--- config.mk ---
export PLATFORM = sky130hd
export DESIGN_NAME = seq_table_counter
export DESIGN_NICKNAME = d
export VERILOG_FILES = /design/src/rtl/seq_table_counter.sv
export SDC_FILE = /design/constraint.sdc
export NUM_CORES = 1
export LEC_CHECK = 0
export BUFFER_PORTS_ARGS = -buffer_cell sky130_fd_sc_hd__buf_2
export CORE_UTILIZATION = 51
export CTS_CLUSTER_SIZE = 40
export DETAILED_ROUTE_END_ITERATION = 6
export GPL_TIMING_DRIVEN = 0
export PLACE_DENSITY = 0.71
export SLEW_MARGIN = 25
export SYNTH_ARGS = -nofsm -noshare
export SYNTH_HDL_FRONTEND = slang
export SYNTH_SLANG_ARGS = --single-unit
--- constraint.sdc ---
create_clock -name clk -period 5.5 [get_ports clk]
set_clock_uncertainty 0.05 [all_clocks]
set_input_delay 1.1 -clock clk [delete_from_list [all_inputs] [get_ports clk]]
set_output_delay 1.1 -clock clk [all_outputs]
set_load 0.1 [all_outputs]
--- src/rtl/seq_table_counter.sv ---
// Modulo-DEPTH up/down index mapped to a registered output word through binary,
// Gray or a run-time programmable lookup table.
module seq_table_counter #(
  parameter int WIDTH = 3,
  parameter int DEPTH = 8,
  localparam int AW = $clog2(DEPTH)
) (
  input  logic             clk,
  input  logic             rst,
  input  logic             en,
  input  logic             dir,
  input  logic             clr,
  input  logic [1:0]       mode,
  input  logic             wr_en,
  input  logic [AW-1:0]    wr_addr,
  input  logic [WIDTH-1:0] wr_data,
  output logic [WIDTH-1:0] q,
  output logic [AW-1:0]    idx,
  output logic             wrap
);

  localparam logic [AW-1:0] LAST = AW'(DEPTH - 1);

  logic [AW-1:0]    idx_reg, idx_next;
  logic             wrap_reg, wrap_next;
  logic [WIDTH-1:0] q_reg, q_next;
  logic [AW-1:0]    gray_next;
  logic [WIDTH-1:0] table_rd [DEPTH];

  // Each entry resets to its own address; addresses >= DEPTH match no entry.
  for (genvar gi = 0; gi < DEPTH; gi++) begin : g_entry
    logic [WIDTH-1:0] entry_reg;

    always_ff @(posedge clk or negedge rst) begin
      if (!rst) begin
        entry_reg <= WIDTH'(gi);
      end else if (wr_en && (wr_addr == AW'(gi))) begin
        entry_reg <= wr_data;
      end
    end

    assign table_rd[gi] = entry_reg;
  end

  always_comb begin
    idx_next  = idx_reg;
    wrap_next = 1'b0;
    if (clr) begin
      idx_next = '0;
    end else if (en) begin
      if (!dir) begin
        if (idx_reg == LAST) begin
          idx_next  = '0;
          wrap_next = 1'b1;
        end else begin
          idx_next = idx_reg + AW'(1);
        end
      end else begin
        if (idx_reg == '0) begin
          idx_next  = LAST;
          wrap_next = 1'b1;
        end else begin
          idx_next = idx_reg - AW'(1);
        end
      end
    end
  end

  assign gray_next = idx_next ^ (idx_next >> 1);

  // The output follows the index it will sit beside, so q and idx always agree.
  always_comb begin
    q_next = WIDTH'(idx_next);
    case (mode)
      2'b01:   q_next = WIDTH'(gray_next);
      2'b10: begin
        if (wr_en && (wr_addr == idx_next)) begin
          q_next = wr_data;
        end else begin
          q_next = table_rd[idx_next];
        end
      end
      default: q_next = WIDTH'(idx_next);
    endcase
  end

  always_ff @(posedge clk or negedge rst) begin
    if (!rst) begin
      idx_reg  <= '0;
      q_reg    <= '0;
      wrap_reg <= 1'b0;
    end else begin
      idx_reg  <= idx_next;
      q_reg    <= q_next;
      wrap_reg <= wrap_next;
    end
  end

  assign q    = q_reg;
  assign idx  = idx_reg;
  assign wrap = wrap_reg;

endmodule

==> results.txt <==
Largest net degree at the start of global routing = 32
CP cell instances = ha_1, ha_1, inv_1, a21oi_1, a2111oi_4, buf_4, nor2_1, a32o_1, o31ai_1
DR pass1 iterations = 4
Share of the synthesized area in the top cell type = 0.270
Synth Register Bits = 31
Critical path required time = 5.67 ns
Slowest CP cell = a2111oi_4
Final setup viols = 0
GRT busiest layer = met2
GR Util All Layers = 0.246
Outcome = finished, final reports clean
Cell Pwr Density = 340 nW/µm²
Sum Neg Setup Slack = 0 ns
DRC = 0
Hold Vio Cnt, Final = 0
CP arrival = 2.68 ns
Detail Placement HPWL = 2780 µm
Cell class contributing the biggest share of worst-path delay = compound AO/OA/AOI/OAI gates
Row count = 20
TritonCTS Sinks = 31
Syn_area_per_cell = 10.9 µm²
Static leakage = 0.845 nW
Max IR drop VDD = 0.000205 V
Post-CTS sizing = 0
Peak Freq = 399 MHz
TritonCTS clock tree = done
Critical Path End Type = register
Max cap viols = 0
CP bufs+invs = 2
Finished Layout Cells = 231
Critical path's largest stage delay = 0.48 ns
DRT Wirelength = 3750 µm
Starting Density = 0.558
Syn Inst Count = 161
Fin util = 0.630
Overflow after GRT = 0
Area leader, netlist = dfrtp_1
DR iter-0 viols = 89
Met2 usage = 0.392
Via Count = 1320
Clk_lat worst skew = 0.35 ns
Post-route ant nets = 0
Post-synthesis cell type count = 43
Clock root cell = clkbuf_4
Setup bufs post-CTS = 0
Post-synth EDFFs = 0
Total power = 674 µW
Largest register FFs = 24
RSZ-0062 raised after global routing = false
I/O pins = 21
Setup CP Type = register to register
Hold Buf Count CTS = 0
DR vias/cell = 5.71
Vias in the first global route = 1321
Most used cell, CP = ha_1
Hold_ws = 0.469 ns
Clock slew at reported path FFs = 0.11 ns
Post-synthesis sequential area ratio = 0.450
H-tree levels = 2
Share of post-route cells with drive strength above 1 = 0.390
Nets = 206
DIE AREA = 3690 µm²
Syn. warnings = 0
Cell area after synthesis = 1760 µm²
Top post-synthesis cells by area = dfrtp_1 (27%), dfstp_2 (18%), mux2_2 (15%), ha_1 (4.3%), nand2_1 (4.3%)
Clk buf depth = 2
IO buf count = 18
Post-synth ARST share = 1.00
Area Overhead vs Synth = 12.9%
Startpoint Class = register
DIE HEIGHT = 60.7 µm
Max Slew Vio Count = 0
CORE AREA = 3150 µm²
Placed cells = 223
First-pass GRT wire length = 6390 µm
Worst Path Max Fanout = 10
Final Critical Period = 2.50 ns
Met1 Usage GRT = 0.322
Post-synth top flop = dfrtp_1
GP Congestion = 0.898
Die W = 60.7 µm
Post-synthesis net count = 181
Slew margin rel. = 0.546
Worst hold path type = register to register
Worst slew pin tran = 0.681 ns
Met3 usage = 0.0576
Initial antenna violation count = 0
Cts bufs inserted = 5
ANT cells = 0
WL per Instance = 16.2 µm
Tcrit/Tclk final = 0.455
==> synth_stat cells (2+ instances only) <==
| cell type | n |
|---|---|
| a21oi_1 | 6 |
| a22oi_1 | 2 |
| a31o_1 | 2 |
| clkbuf_1 | 2 |
| dfrtp_1 | 19 |
| dfstp_2 | 12 |
| ha_1 | 6 |
| inv_1 | 7 |
| mux2_2 | 24 |
| mux2i_1 | 3 |
| nand2_1 | 20 |
| nand2b_1 | 3 |
| nand3_1 | 6 |
| nand3b_1 | 2 |
| nand4_1 | 5 |
| nand4b_1 | 3 |
| nor2_1 | 6 |
| nor3_1 | 4 |
| nor3b_1 | 2 |
| o21ai_0 | 2 |
| xnor2_1 | 3 |
==> kinds of logic after synthesis <==
logic type	count (synthesis)	share of synthesized area
flip-flops	31	0.450
AO/OA/AOI/OAI	24	0.111
adder cells (fa/ha/maj)	6	0.0427
multiplexers	27	0.171
AND/OR/NAND/NOR	56	0.166
buffers and inverters	14	0.0448
XOR/XNOR	3	0.0149
==> per-stage QoR <==
step / area [µm²] / setup slack (ns)
6_report: 1990 / 3.00
5_1_grt: 1990 / 2.90
4_1_cts: 1990 / 2.99
3_5_place_dp: 1900 / 2.64
3_3_place_gp: 1900 / 2.71
2_1_floorplan: 1760 / 2.73
==> report_power, final <==
group	internal, mW	switching, mW
clock	0.0956	0.0887
combinational	0.0710	0.109
sequential	0.286	0.0242
total	0.452	0.222
==> layer usage <==
metal,wire length (µm),vias to the layer above
met5,0,-
met4,44,0
met3,179,5
met2,1840,42
met1,1690,637
li1,-,636
==> cell type report <==
type / count / area (µm²)
Clock inverter: 3 / 43.8
Timing Repair Buffer: 18 / 90.1
Fill cell: 282 / 1170
Multi-Input combinational cell: 116 / 890
Inverter: 9 / 38.8
Buffer: 5 / 40.0
Tap cell: 44 / 55.1
Clock buffer: 5 / 37.5
Sequential cell: 31 / 791
==> worst paths after layout <==
path	end	slack, ns	cells past startpoint	from
max in group asynchronous	g_entry[1].entry_reg[2]	4.23	1	rst
setup / recovery	q[2]	3.00	9	idx[0]
hold reg to reg	g_entry[4].entry_reg[1]	0.47	1	g_entry[4].entry_reg[1]
setup reg to reg	q[2]	3.00	9	idx[0]
hold / removal	g_entry[4].entry_reg[1]	0.47	1	g_entry[4].entry_reg[1]
min in group asynchronous	idx[1]	0.72	1	rst
==> cells in the final DEF (no fill, tap or decap), drive strengths merged, types with 2 or more instances in the layout <==
cell type / instances
a22oi: 2
dfrtp: 19
o211ai: 2
nand2b: 3
ha: 6
a21oi: 6
clkinv: 2
nand3: 6
mux2: 24
o21ai: 2
nor3b: 2
clkbuf: 7
buf: 21
nand4b: 3
nor2: 7
mux2i: 3
nand3b: 2
inv: 9
nand2: 20
nand4: 5
dfstp: 12
xnor2: 3
nor3: 4
a31o: 2
No activity file was read; power rests on OpenSTA's default activity.
